===== config.mk =====
export PLATFORM = sky130hd
export DESIGN_NAME = alu_exec_unit
export DESIGN_NICKNAME = d
export VERILOG_FILES = /design/src/rtl/alu_exec_pkg.sv /design/src/rtl/alu_exec_unit_core.sv /design/src/rtl/alu_exec_unit.sv
export SDC_FILE = /design/constraint.sdc
export NUM_CORES = 1
export LEC_CHECK = 0
export BUFFER_PORTS_ARGS = -buffer_cell sky130_fd_sc_hd__buf_4
export CORE_UTILIZATION = 35
export DETAILED_ROUTE_END_ITERATION = 6
export GPL_TIMING_DRIVEN = 0
export PLACE_DENSITY = 0.67
export SKIP_CTS_REPAIR_TIMING = 1
export SLEW_MARGIN = 20
export SYNTH_ARGS = -nofsm -noshare
export SYNTH_HDL_FRONTEND = slang
export SYNTH_SLANG_ARGS = --single-unit

===== constraint.sdc =====
create_clock -name Clk -period 8.1 [get_ports Clk]
set_clock_uncertainty 0.05 [all_clocks]
set_input_delay 1.215 -clock Clk [delete_from_list [all_inputs] [get_ports Clk]]
set_output_delay 1.215 -clock Clk [all_outputs]
set_load 0.05 [all_outputs]

===== src/rtl/alu_exec_pkg.sv =====
// Shared opcode encodings, FSM state type and opcode-class helpers for the ALU execute stage.
// ALU_MUL_EN selects whether opcode 16 is the iterative multiply or a reserved opcode.
package alu_exec_pkg;

  localparam logic [4:0] OP_AND = 5'd0;
  localparam logic [4:0] OP_EOR = 5'd1;
  localparam logic [4:0] OP_SUB = 5'd2;
  localparam logic [4:0] OP_RSB = 5'd3;
  localparam logic [4:0] OP_ADD = 5'd4;
  localparam logic [4:0] OP_ADC = 5'd5;
  localparam logic [4:0] OP_SBC = 5'd6;
  localparam logic [4:0] OP_RSC = 5'd7;
  localparam logic [4:0] OP_TST = 5'd8;
  localparam logic [4:0] OP_TEQ = 5'd9;
  localparam logic [4:0] OP_CMP = 5'd10;
  localparam logic [4:0] OP_CMN = 5'd11;
  localparam logic [4:0] OP_ORR = 5'd12;
  localparam logic [4:0] OP_MOV = 5'd13;
  localparam logic [4:0] OP_BIC = 5'd14;
  localparam logic [4:0] OP_MVN = 5'd15;
  localparam logic [4:0] OP_MUL = 5'd16;

  typedef enum logic {
    ST_IDLE = 1'b0,
    ST_BUSY = 1'b1
  } state_t;

  function automatic logic is_arith(input logic [4:0] op);
    return ((op >= OP_SUB) && (op <= OP_RSC)) || (op == OP_CMP) || (op == OP_CMN);
  endfunction

  // Compare/test ops only set flags and never write the register file.
  function automatic logic is_compare(input logic [4:0] op);
    return (op >= OP_TST) && (op <= OP_CMN);
  endfunction

  function automatic logic is_reserved(input logic [4:0] op);
`ifdef ALU_MUL_EN
    return op > OP_MUL;
`else
    return op >= OP_MUL;
`endif
  endfunction

endpackage


===== src/rtl/alu_exec_unit_core.sv =====
// Combinational result and NZCV for opcodes 0-15; any other opcode yields a zero result.
module alu_comb_core
  import alu_exec_pkg::*;
#(
  parameter int WIDTH = 32
) (
  input  logic [4:0]       i_op,
  input  logic [WIDTH-1:0] i_a,
  input  logic [WIDTH-1:0] i_b,
  input  logic             i_cin,
  output logic [WIDTH-1:0] o_res,
  output logic             o_n,
  output logic             o_z,
  output logic             o_c,
  output logic             o_v,
  output logic             o_v_upd
);

  logic [WIDTH-1:0] w_x;
  logic [WIDTH-1:0] w_y;
  logic             w_ci;
  logic [WIDTH-1:0] w_logic;
  logic [WIDTH:0]   w_sum;
  logic             w_arith;

  always_comb begin
    w_x     = i_a;
    w_y     = i_b;
    w_ci    = 1'b0;
    w_logic = '0;
    // Subtraction is x + ~y + 1; the reverse forms swap the operands first.
    case (i_op)
      OP_SUB, OP_CMP: begin w_y = ~i_b; w_ci = 1'b1; end
      OP_RSB:         begin w_x = i_b; w_y = ~i_a; w_ci = 1'b1; end
      OP_ADC:         w_ci = i_cin;
      OP_SBC:         begin w_y = ~i_b; w_ci = i_cin; end
      OP_RSC:         begin w_x = i_b; w_y = ~i_a; w_ci = i_cin; end
      OP_AND, OP_TST: w_logic = i_a & i_b;
      OP_EOR, OP_TEQ: w_logic = i_a ^ i_b;
      OP_ORR:         w_logic = i_a | i_b;
      OP_MOV:         w_logic = i_b;
      OP_BIC:         w_logic = i_a & ~i_b;
      OP_MVN:         w_logic = ~i_b;
      default:        w_logic = '0;
    endcase
  end

  assign w_arith = is_arith(i_op);
  assign w_sum   = {1'b0, w_x} + {1'b0, w_y} + {{WIDTH{1'b0}}, w_ci};
  assign o_res   = w_arith ? w_sum[WIDTH-1:0] : w_logic;
  assign o_n     = o_res[WIDTH-1];
  assign o_z     = (o_res == '0);
  assign o_c     = w_arith ? w_sum[WIDTH] : i_cin;
  assign o_v     = w_arith && (w_x[WIDTH-1] == w_y[WIDTH-1]) && (o_res[WIDTH-1] != w_x[WIDTH-1]);
  assign o_v_upd = w_arith;

endmodule


===== src/rtl/alu_exec_unit.sv =====
// Handshaked ALU execute stage: opcode mux, output register, PSR and (with ALU_MUL_EN defined)
// an iterative shift-add multiplier sequenced by a two-state FSM.
module alu_exec_unit
  import alu_exec_pkg::*;
#(
  parameter int WIDTH        = 32,
  parameter bit CIN_FROM_PSR = 1'b0
) (
  input  logic             Clk,
  input  logic             Reset,
  input  logic             in_valid,
  output logic             in_ready,
  input  logic [WIDTH-1:0] A,
  input  logic [WIDTH-1:0] B,
  input  logic             carry_in,
  input  logic             sel_src,
  input  logic [4:0]       sel_alu,
  input  logic [4:0]       sel_cu,
  input  logic             psr_load,
  output logic             out_valid,
  input  logic             out_ready,
  output logic [WIDTH-1:0] result,
  output logic             wr_en,
  output logic             N,
  output logic             Zero,
  output logic             C,
  output logic             V
);

  logic             r_out_valid;
  logic [WIDTH-1:0] r_result;
  logic             r_wr_en;
  logic             r_n, r_z, r_c, r_v;

  logic [4:0]       w_op;
  logic             w_cin;
  logic             w_accept;
  logic             w_is_mul;
  logic             w_idle;
  logic [WIDTH-1:0] w_res;
  logic             w_n, w_z, w_c, w_v, w_v_upd;

  assign w_op     = sel_src ? sel_cu : sel_alu;
  assign w_cin    = CIN_FROM_PSR ? r_c : carry_in;
  assign in_ready = w_idle && (!r_out_valid || out_ready);
  assign w_accept = in_valid && in_ready;

  alu_comb_core #(.WIDTH(WIDTH)) u_core (
    .i_op    (w_op),
    .i_a     (A),
    .i_b     (B),
    .i_cin   (w_cin),
    .o_res   (w_res),
    .o_n     (w_n),
    .o_z     (w_z),
    .o_c     (w_c),
    .o_v     (w_v),
    .o_v_upd (w_v_upd)
  );

`ifdef ALU_MUL_EN
  localparam int CW = (WIDTH > 1) ? $clog2(WIDTH) : 1;
  localparam logic [CW-1:0] CNT_LAST = CW'(WIDTH - 1);

  state_t           r_state, w_state_nxt;
  logic [WIDTH-1:0] r_mcand, r_mplier, r_acc;
  logic [CW-1:0]    r_cnt;
  logic             r_psr_ld;
  logic             w_mul_done;
  logic [WIDTH-1:0] w_prod;

  assign w_is_mul   = (w_op == OP_MUL);
  assign w_idle     = (r_state == ST_IDLE);
  assign w_mul_done = (r_state == ST_BUSY) && (r_cnt == CNT_LAST);
  assign w_prod     = r_acc + (r_mplier[0] ? r_mcand : '0);

  always_comb begin
    w_state_nxt = r_state;
    case (r_state)
      ST_IDLE: if (w_accept && w_is_mul) w_state_nxt = ST_BUSY;
      ST_BUSY: if (r_cnt == CNT_LAST) w_state_nxt = ST_IDLE;
      default: w_state_nxt = ST_IDLE;
    endcase
  end

  always_ff @(posedge Clk) begin
    if (Reset) r_state <= ST_IDLE;
    else       r_state <= w_state_nxt;
  end

  // Multiplier datapath: one multiplier bit consumed per BUSY cycle.
  always_ff @(posedge Clk) begin
    if (w_accept && w_is_mul) begin
      r_mcand  <= A;
      r_mplier <= B;
      r_acc    <= '0;
      r_cnt    <= '0;
      r_psr_ld <= psr_load;
    end else if (r_state == ST_BUSY) begin
      r_acc    <= w_prod;
      r_mcand  <= r_mcand << 1;
      r_mplier <= r_mplier >> 1;
      r_cnt    <= r_cnt + 1'b1;
    end
  end
`else
  assign w_is_mul = 1'b0;
  assign w_idle   = 1'b1;
`endif

  always_ff @(posedge Clk) begin
    if (Reset) begin
      r_out_valid <= 1'b0;
      r_result    <= '0;
      r_wr_en     <= 1'b0;
      r_n         <= 1'b0;
      r_z         <= 1'b0;
      r_c         <= 1'b0;
      r_v         <= 1'b0;
    end else begin
      if (r_out_valid && out_ready) r_out_valid <= 1'b0;
      if (w_accept && !w_is_mul) begin
        r_out_valid <= 1'b1;
        r_result    <= w_res;
        r_wr_en     <= !is_compare(w_op) && !is_reserved(w_op);
        if (psr_load && !is_reserved(w_op)) begin
          r_n <= w_n;
          r_z <= w_z;
          r_c <= w_c;
          if (w_v_upd) r_v <= w_v;
        end
      end
`ifdef ALU_MUL_EN
      if (w_mul_done) begin
        r_out_valid <= 1'b1;
        r_result    <= w_prod;
        r_wr_en     <= 1'b1;
        if (r_psr_ld) begin
          r_n <= w_prod[WIDTH-1];
          r_z <= (w_prod == '0);
        end
      end
`endif
    end
  end

  assign out_valid = r_out_valid;
  assign result    = r_result;
  assign wr_en     = r_wr_en;
  assign N         = r_n;
  assign Zero      = r_z;
  assign C         = r_c;
  assign V         = r_v;

endmodule

======== After elaboration in Yosys (flattened, before gate mapping) ========
Index checks and enable logic that the tools add are counted.
storage, ports and cells
  register bits after elaboration ......... 38
  bits in latches ......................... 0
  memory bits (writable) .................. 0
  ROM bits ................................ 0
  bits of input ports ..................... 81
  memories kept ........................... 0
operators by class
  add/subtract/negate cells ............... 2
  multipliers ............................. 0
  div/mod/pow operators ................... 0
  $lt $le $gt $ge ......................... 5
  equality and inequality tests ........... 16
  shift operators ......................... 0
  muxes and demuxes ....................... 9
  bitwise gates (word level) .............. 6
  reduce and logical (&&, ||, !) cells .... 25
operator list
  operator            number
  $pmux 32 s6         1
  $and 32x32->32      2
  $mux 32             2
  $not 32->32         2
  $pmux 32 s2         1
  $eq 5x4->1 const B  8
  $add 32x32->33      1
  $add 33x1->33       1
  $logic_not 32->1    1
  $or 32x32->32       1
  $xor 32x32->32      1
  $eq 5x3->1 const B  3
  $eq 5x2->1 const B  2
  $reduce_or 3->1     3
  $logic_and 1x1->1   8
  $reduce_or 2->1     3
  $eq 5x1->1 const B  1
  $ge 5x2->1 const B  1
  $ge 5x4->1 const B  1
  $ge 5x5->1 const B  1
  $le 5x3->1 const B  1
  $le 5x4->1 const B  1
  $logic_not 5->1     1
  $mux 5              1
  9 further kinds     15

======== Logic depth before layout (Yosys ltp) ========
  depth after elaboration ................. 9
  gate-level depth with buffers ........... 23
  mapped depth without buffers ............ 20

======== Modules after synthesis ========
Synthesis repeated with hierarchy kept, for this count alone.
unflattened totals
  cells, all modules ...................... 1,037
  area total of the unflattened synthesis .. 6,791.5 sq um
modules (own cells, without submodules)
  module         instances  cells an instance  area an instance (sq um)  sequential area each (sq um)
  alu_comb_core  1          854                5,213.8                   0.0
  alu_exec_unit  1          183                1,577.8                   760.7

======== Worst setup path after synthesis ========
No wires, ideal clock.
  kind .................................... input to register
  start ................................... input sel_src
  end ..................................... register r_z, in the netlist Zero
  setup time .............................. 60 ps
  data arrival time ....................... 5,687 ps
  required time ........................... 7,990 ps
  path slack .............................. 2,303 ps
  stages .................................. 22
  buffers on the path ..................... 6
  cell sequence ........................... buf_6 -> buf_4 -> buf_4 -> mux2i_1 -> nor3b_1 -> clkbuf_1 -> buf_1 -> a22oi_1 -> o21ai_0 -> ha_1 -> buf_2 -> a21o_1 -> a221oi_4 -> xnor2_1 -> a2111oi_2 -> nand4_1 -> nor4_1 -> nand4_1 -> nor4_2 -> nand4_1 -> nor4_1 -> a41o_1
on the way
  cells in the longest elaborated chain, start to end .. 8
  elaborated cells between the ends (all ways) .. 39
  those cells by class .................... add/sub: 2; order compare: 3; eq/ne: 14; mux: 6; reduce/logical: 14
ends and longest elaborated chain
  element                                                              line                      text
  from (decl)                                                          alu_exec_unit.sv:16       input logic sel_src,
  $mux 5 (*)                                                           alu_exec_unit.sv:43       assign w_op = sel_src ? sel_cu : sel_alu;
  $eq 5x2->1 (tied with other cells)                                   alu_exec_unit_core.sv:32  case (i_op)
  $reduce_or 3->1 (no line) / $reduce_or 2->1 (equally long branches)  n/a
  $pmux 32 s2 / $mux 32 (equally long branches)                        alu_exec_unit_core.sv:32
  $add 32x32->33                                                       alu_exec_unit_core.sv:49  assign w_sum = {1'b0, w_x} + {1'b0, w_y} + {{WIDTH{1'b0}}, w_ci};
  $add 33x1->33                                                        alu_exec_unit_core.sv:49
  $mux 32                                                              alu_exec_unit_core.sv:50  assign o_res = w_arith ? w_sum[WIDTH-1:0] : w_logic;
  $logic_not 32->1                                                     alu_exec_unit_core.sv:52  assign o_z = (o_res == '0);
  to (signal assigned)                                                 alu_exec_unit.sv:128      r_z <= w_z;
  to (decl)                                                            alu_exec_unit.sv:33       logic r_n, r_z, r_c, r_v;
Every way passes the cells marked *; elsewhere a longest branch is shown, timed or not.
A chain may end at the register's enable or synchronous reset.

======== Worst setup path after layout ========
  start ................................... input sel_src
  end ..................................... register r_result[30], in the netlist result[30]
on the way
  cells in the longest elaborated chain, start to end .. 7
  elaborated cells between the ends (all ways) .. 34
  those cells by class .................... add/sub: 2; order compare: 2; eq/ne: 14; mux: 6; reduce/logical: 10
ends and longest elaborated chain
  element                                                              line                      text
  $mux 5 (*)                                                           alu_exec_unit.sv:43
  $eq 5x2->1 (tied with other cells)                                   alu_exec_unit_core.sv:32
  $reduce_or 3->1 (no line) / $reduce_or 2->1 (equally long branches)  n/a
  $pmux 32 s2 / $mux 32 (equally long branches)                        alu_exec_unit_core.sv:32
  $add 32x32->33                                                       alu_exec_unit_core.sv:49
  $add 33x1->33                                                        alu_exec_unit_core.sv:49
  $mux 32 (*)                                                          alu_exec_unit_core.sv:50
  to (signal assigned)                                                 alu_exec_unit.sv:124      r_result <= w_res;
  to (decl)                                                            alu_exec_unit.sv:31       logic [WIDTH-1:0] r_result;
Marked as above.

==> run_results.csv <==
group,metric,value,unit
status,status,"complete, but fails checks",
status,violations,"design-rule violations",
sta,period_needed,7.48,ns
cts,clkLatencyLatePin,0.28,ns
sta,max_slew_margin,0.234,
grt,grt_first_pass_wirelength,38.0,mm
cells_and_area,multiInputGateArea,5080,µm²
floorplan,start_util,0.356,
cells_and_area,fin_nets,1218,
cts,clockBufferDepth,2,
grt,track_usage,0.262,
critical_path,end_kind,"register",
cts,cts_tree,"built",
grt,grt-ovfl-total,0,
placement,io_buffers,115,
placement,hpwlAfterDp,19.4,mm
floorplan,die_h,137,µm
power_and_ir_drop,leakagePower,0.00331,µW
drt,drcViolationCount,1,
drt,via_per_inst,6.08,
sta,fmax,0.134,GHz
logic_synthesis,ys.flop_type,"dfxtp_1",
drt,drtAntennaViolNets,0,
logic_synthesis,synth.area.top_cells,"ha_1 (12%), dfxtp_1 (12%), o21ai_0 (9.3%), nand2_1 (6.2%), a211oi_1 (6.0%)",
floorplan,core_area,18000,µm²
placement,place_congestion,0.948,
cells_and_area,drive_above_1_share,0.144,
drt,drtIter0Drc,800,
sta,worst_pin_slew,1.14,ns
floorplan,pin_count,120,
logic_synthesis,ys_types,82,
critical_path,critPathArrivalTime,7.55,ns
drt,routedWlPerCell,19.1,µm
logic_synthesis,syn_inst,950,
drt,vias,7920,
grt,grt_pass1_vias,7078,
power_and_ir_drop,ir_drop,218,µV
floorplan,fp.dieW,137,µm
critical_path,critPathRequiredTime,8.17,ns
power_and_ir_drop,cellPowerDensity,135,nW/µm²
logic_synthesis,synth_fp_nets,1096,
cts,cts.clk_slew.worst_paths,0.05,ns
cells_and_area,fillers,1862,
power_and_ir_drop,power.total,1040,µW
floorplan,die-area,18800,µm²
grt,use_met2,0.423,
floorplan,row_count,49,
grt,globalRoute.busiestLayer,"met2",
cts,clock-root-buffer,"clkbuf_16",
logic_synthesis,async_reset_ff_frac,0,
sta,rsz0062_at_grt,"false",
cts,cts_buffers,5,
cells_and_area,syn_to_final_growth,20.6,%
logic_synthesis,yosysSeqAreaShare,0.119,
sta,slew_violations,0,
drt,drt_wl_total,24.9,mm
grt,antenna_found_initial,0,
critical_path,cp_max_fo,10,
hold_path,min_path_type,"register to register",
sta,setup_viol,0,
cts,h-tree-depth,2,
logic_synthesis,synth-edff-count,0,
cells_and_area,final_common_cell,"o21ai_0",
sta,hold_viol,0,
logic_synthesis,synth-seq-cells,38,
drt,first_pass_iters,7,
run,maxCapViolCount,0,
logic_synthesis,synth_top_area_share,0.123,
logic_synthesis,netlist_area,6400,µm²
grt,grt_util_met3,0.0467,
logic_synthesis,syn_area_per_cell,6.74,µm²
grt,grtUsageMet1,0.335,
logic_synthesis,yosysWarningCount,0,
critical_path,start_kind,"input port",
grt,grt_max_degree,12,
sta,tns,0,ns
cts,clock-sinks,38,
cells_and_area,antenna_cells,0,
critical_path,path_class,"input port to register",
sta,fin_crit_sh,0.924,
logic_synthesis,synth.largest_area_cell,"ha_1",
cells_and_area,layout_common_cells,"o21ai_0 (119), buf_4 (117), nand2_1 (106)",
cells_and_area,regArea,761,µm²
## Yosys cell counts, drive strengths merged (4+ instances only)
master   count
a211o        6
a211oi      52
a21o        11
a21oi       63
a221oi      11
a22oi       31
a31oi        6
and2         4
and3         8
buf         16
clkbuf      48
dfxtp       38
ha          63
inv         75
mux2i        7
nand2      106
nand2b       8
nand3       14
nand3b       4
nand4        8
nor2        76
nor2b        8
nor3        18
nor3b        7
nor4         5
o2111ai      6
o211ai      16
o21a         5
o21ai      125
o221ai      10
o22ai        9
o2bb2ai      7
o311ai       5
or3          5
xnor2       13
## final timing paths
| check | slack [ns] | start | to | cells past startpoint |
|---|---|---|---|---|
| max reg2reg | 6.22 | out_valid$_SDFFE_PP0P_ | result[16]$_SDFFE_PP0P_ | 6 |
| min | 0.42 | wr_en$_SDFFE_PP0P_ | wr_en$_SDFFE_PP0P_ | 2 |
| max | 0.62 | sel_src | result[30]$_SDFFE_PP0P_ | 22 |
| min reg2reg | 0.42 | wr_en$_SDFFE_PP0P_ | wr_en$_SDFFE_PP0P_ | 2 |
## kinds of logic (layout without fill, tap and decap cells)
| kind of cell | count (synthesis) | count (layout) | synth area share |
|---|---|---|---|
| DFF | 38 | 38 | 0.119 |
| muxes | 8 | 8 | 0.0127 |
| adders and majority gates | 65 | 65 | 0.129 |
| xor gates and xnor gates | 16 | 16 | 0.0219 |
| and+or+nand+nor | 284 | 284 | 0.208 |
| buffers and inverters | 139 | 262 | 0.0876 |
| AOI/OAI and AO/OA | 400 | 400 | 0.422 |
## area by class of cell
| type | count | area share |
|---|---|---|
| multi-input cells | 773 | 0.658 |
| well taps | 229 | 0.0371 |
| repair buffers | 115 | 0.112 |
| flip-flops and latches | 38 | 0.0985 |
| plain buffers | 64 | 0.0361 |
| inverters | 75 | 0.0365 |
| clock buffers | 8 | 0.0216 |
## where the power goes
part / internal (µW) / leakage [µW] / switching, µW / total (µW)
clock network: 139 / 0.0000832 / 70.8 / 210
registers: 203 / 0.000314 / 8.98 / 212
logic: 222 / 0.00291 / 394 / 616
## through the flow
| stage | cells | setup slack (ns) | hold WS, ns | cell area, µm² | utilization |
|---|---|---|---|---|---|
| final | 1302 | 0.618 | 0.415 | 7720 | 0.430 |
| after detailed placement | 1294 | 0.603 | 0.397 | 7550 | 0.421 |
| after floorplan | 950 | 2.30 | 0.617 | 6400 | - |
| after global placement | 1294 | 0.650 | 0.402 | 7550 | 0.420 |
| after CTS | 1302 | 0.848 | 0.410 | 7720 | 0.430 |
| after global routing | 1302 | 0.180 | 0.428 | 7720 | 0.430 |
## layer usage
metal | share of wire | wire length (µm) | up-vias
li1 | - | - | 3808
met1 | 0.42 | 10300 | 3639
met2 | 0.45 | 11100 | 397
met3 | 0.097 | 2430 | 76
met4 | 0.042 | 1040 | 0
met5 | 0 | 0 | -
## worst max-delay path, stage by stage
cell and delay [ns]:
buf_6 0.11, buf_4 0.16, buf_4 0.18, mux2i_1 0.81, nor3b_1 0.50, clkbuf_1 0.37
clkbuf_1 0.52, a22oi_1 0.17, o21ai_0 0.13, ha_1 0.16, clkbuf_1 0.33, nand4_1 0.17
nor4_1 0.34, a2111oi_0 0.12, o21ai_1 0.21, a31o_2 0.29, nand4_1 0.14, a311o_1 0.35
nand4_1 0.12, o41ai_1 0.09, a2111oi_0 0.87, a211oi_1 0.18
## flip-flops by register name, summed over array words and instances (netlist names)
name / cells
out_valid: 1
V: 1
Zero: 1
result: 32
wr_en: 1
C: 1
N: 1
No activity file was read; power rests on OpenSTA's default activity.
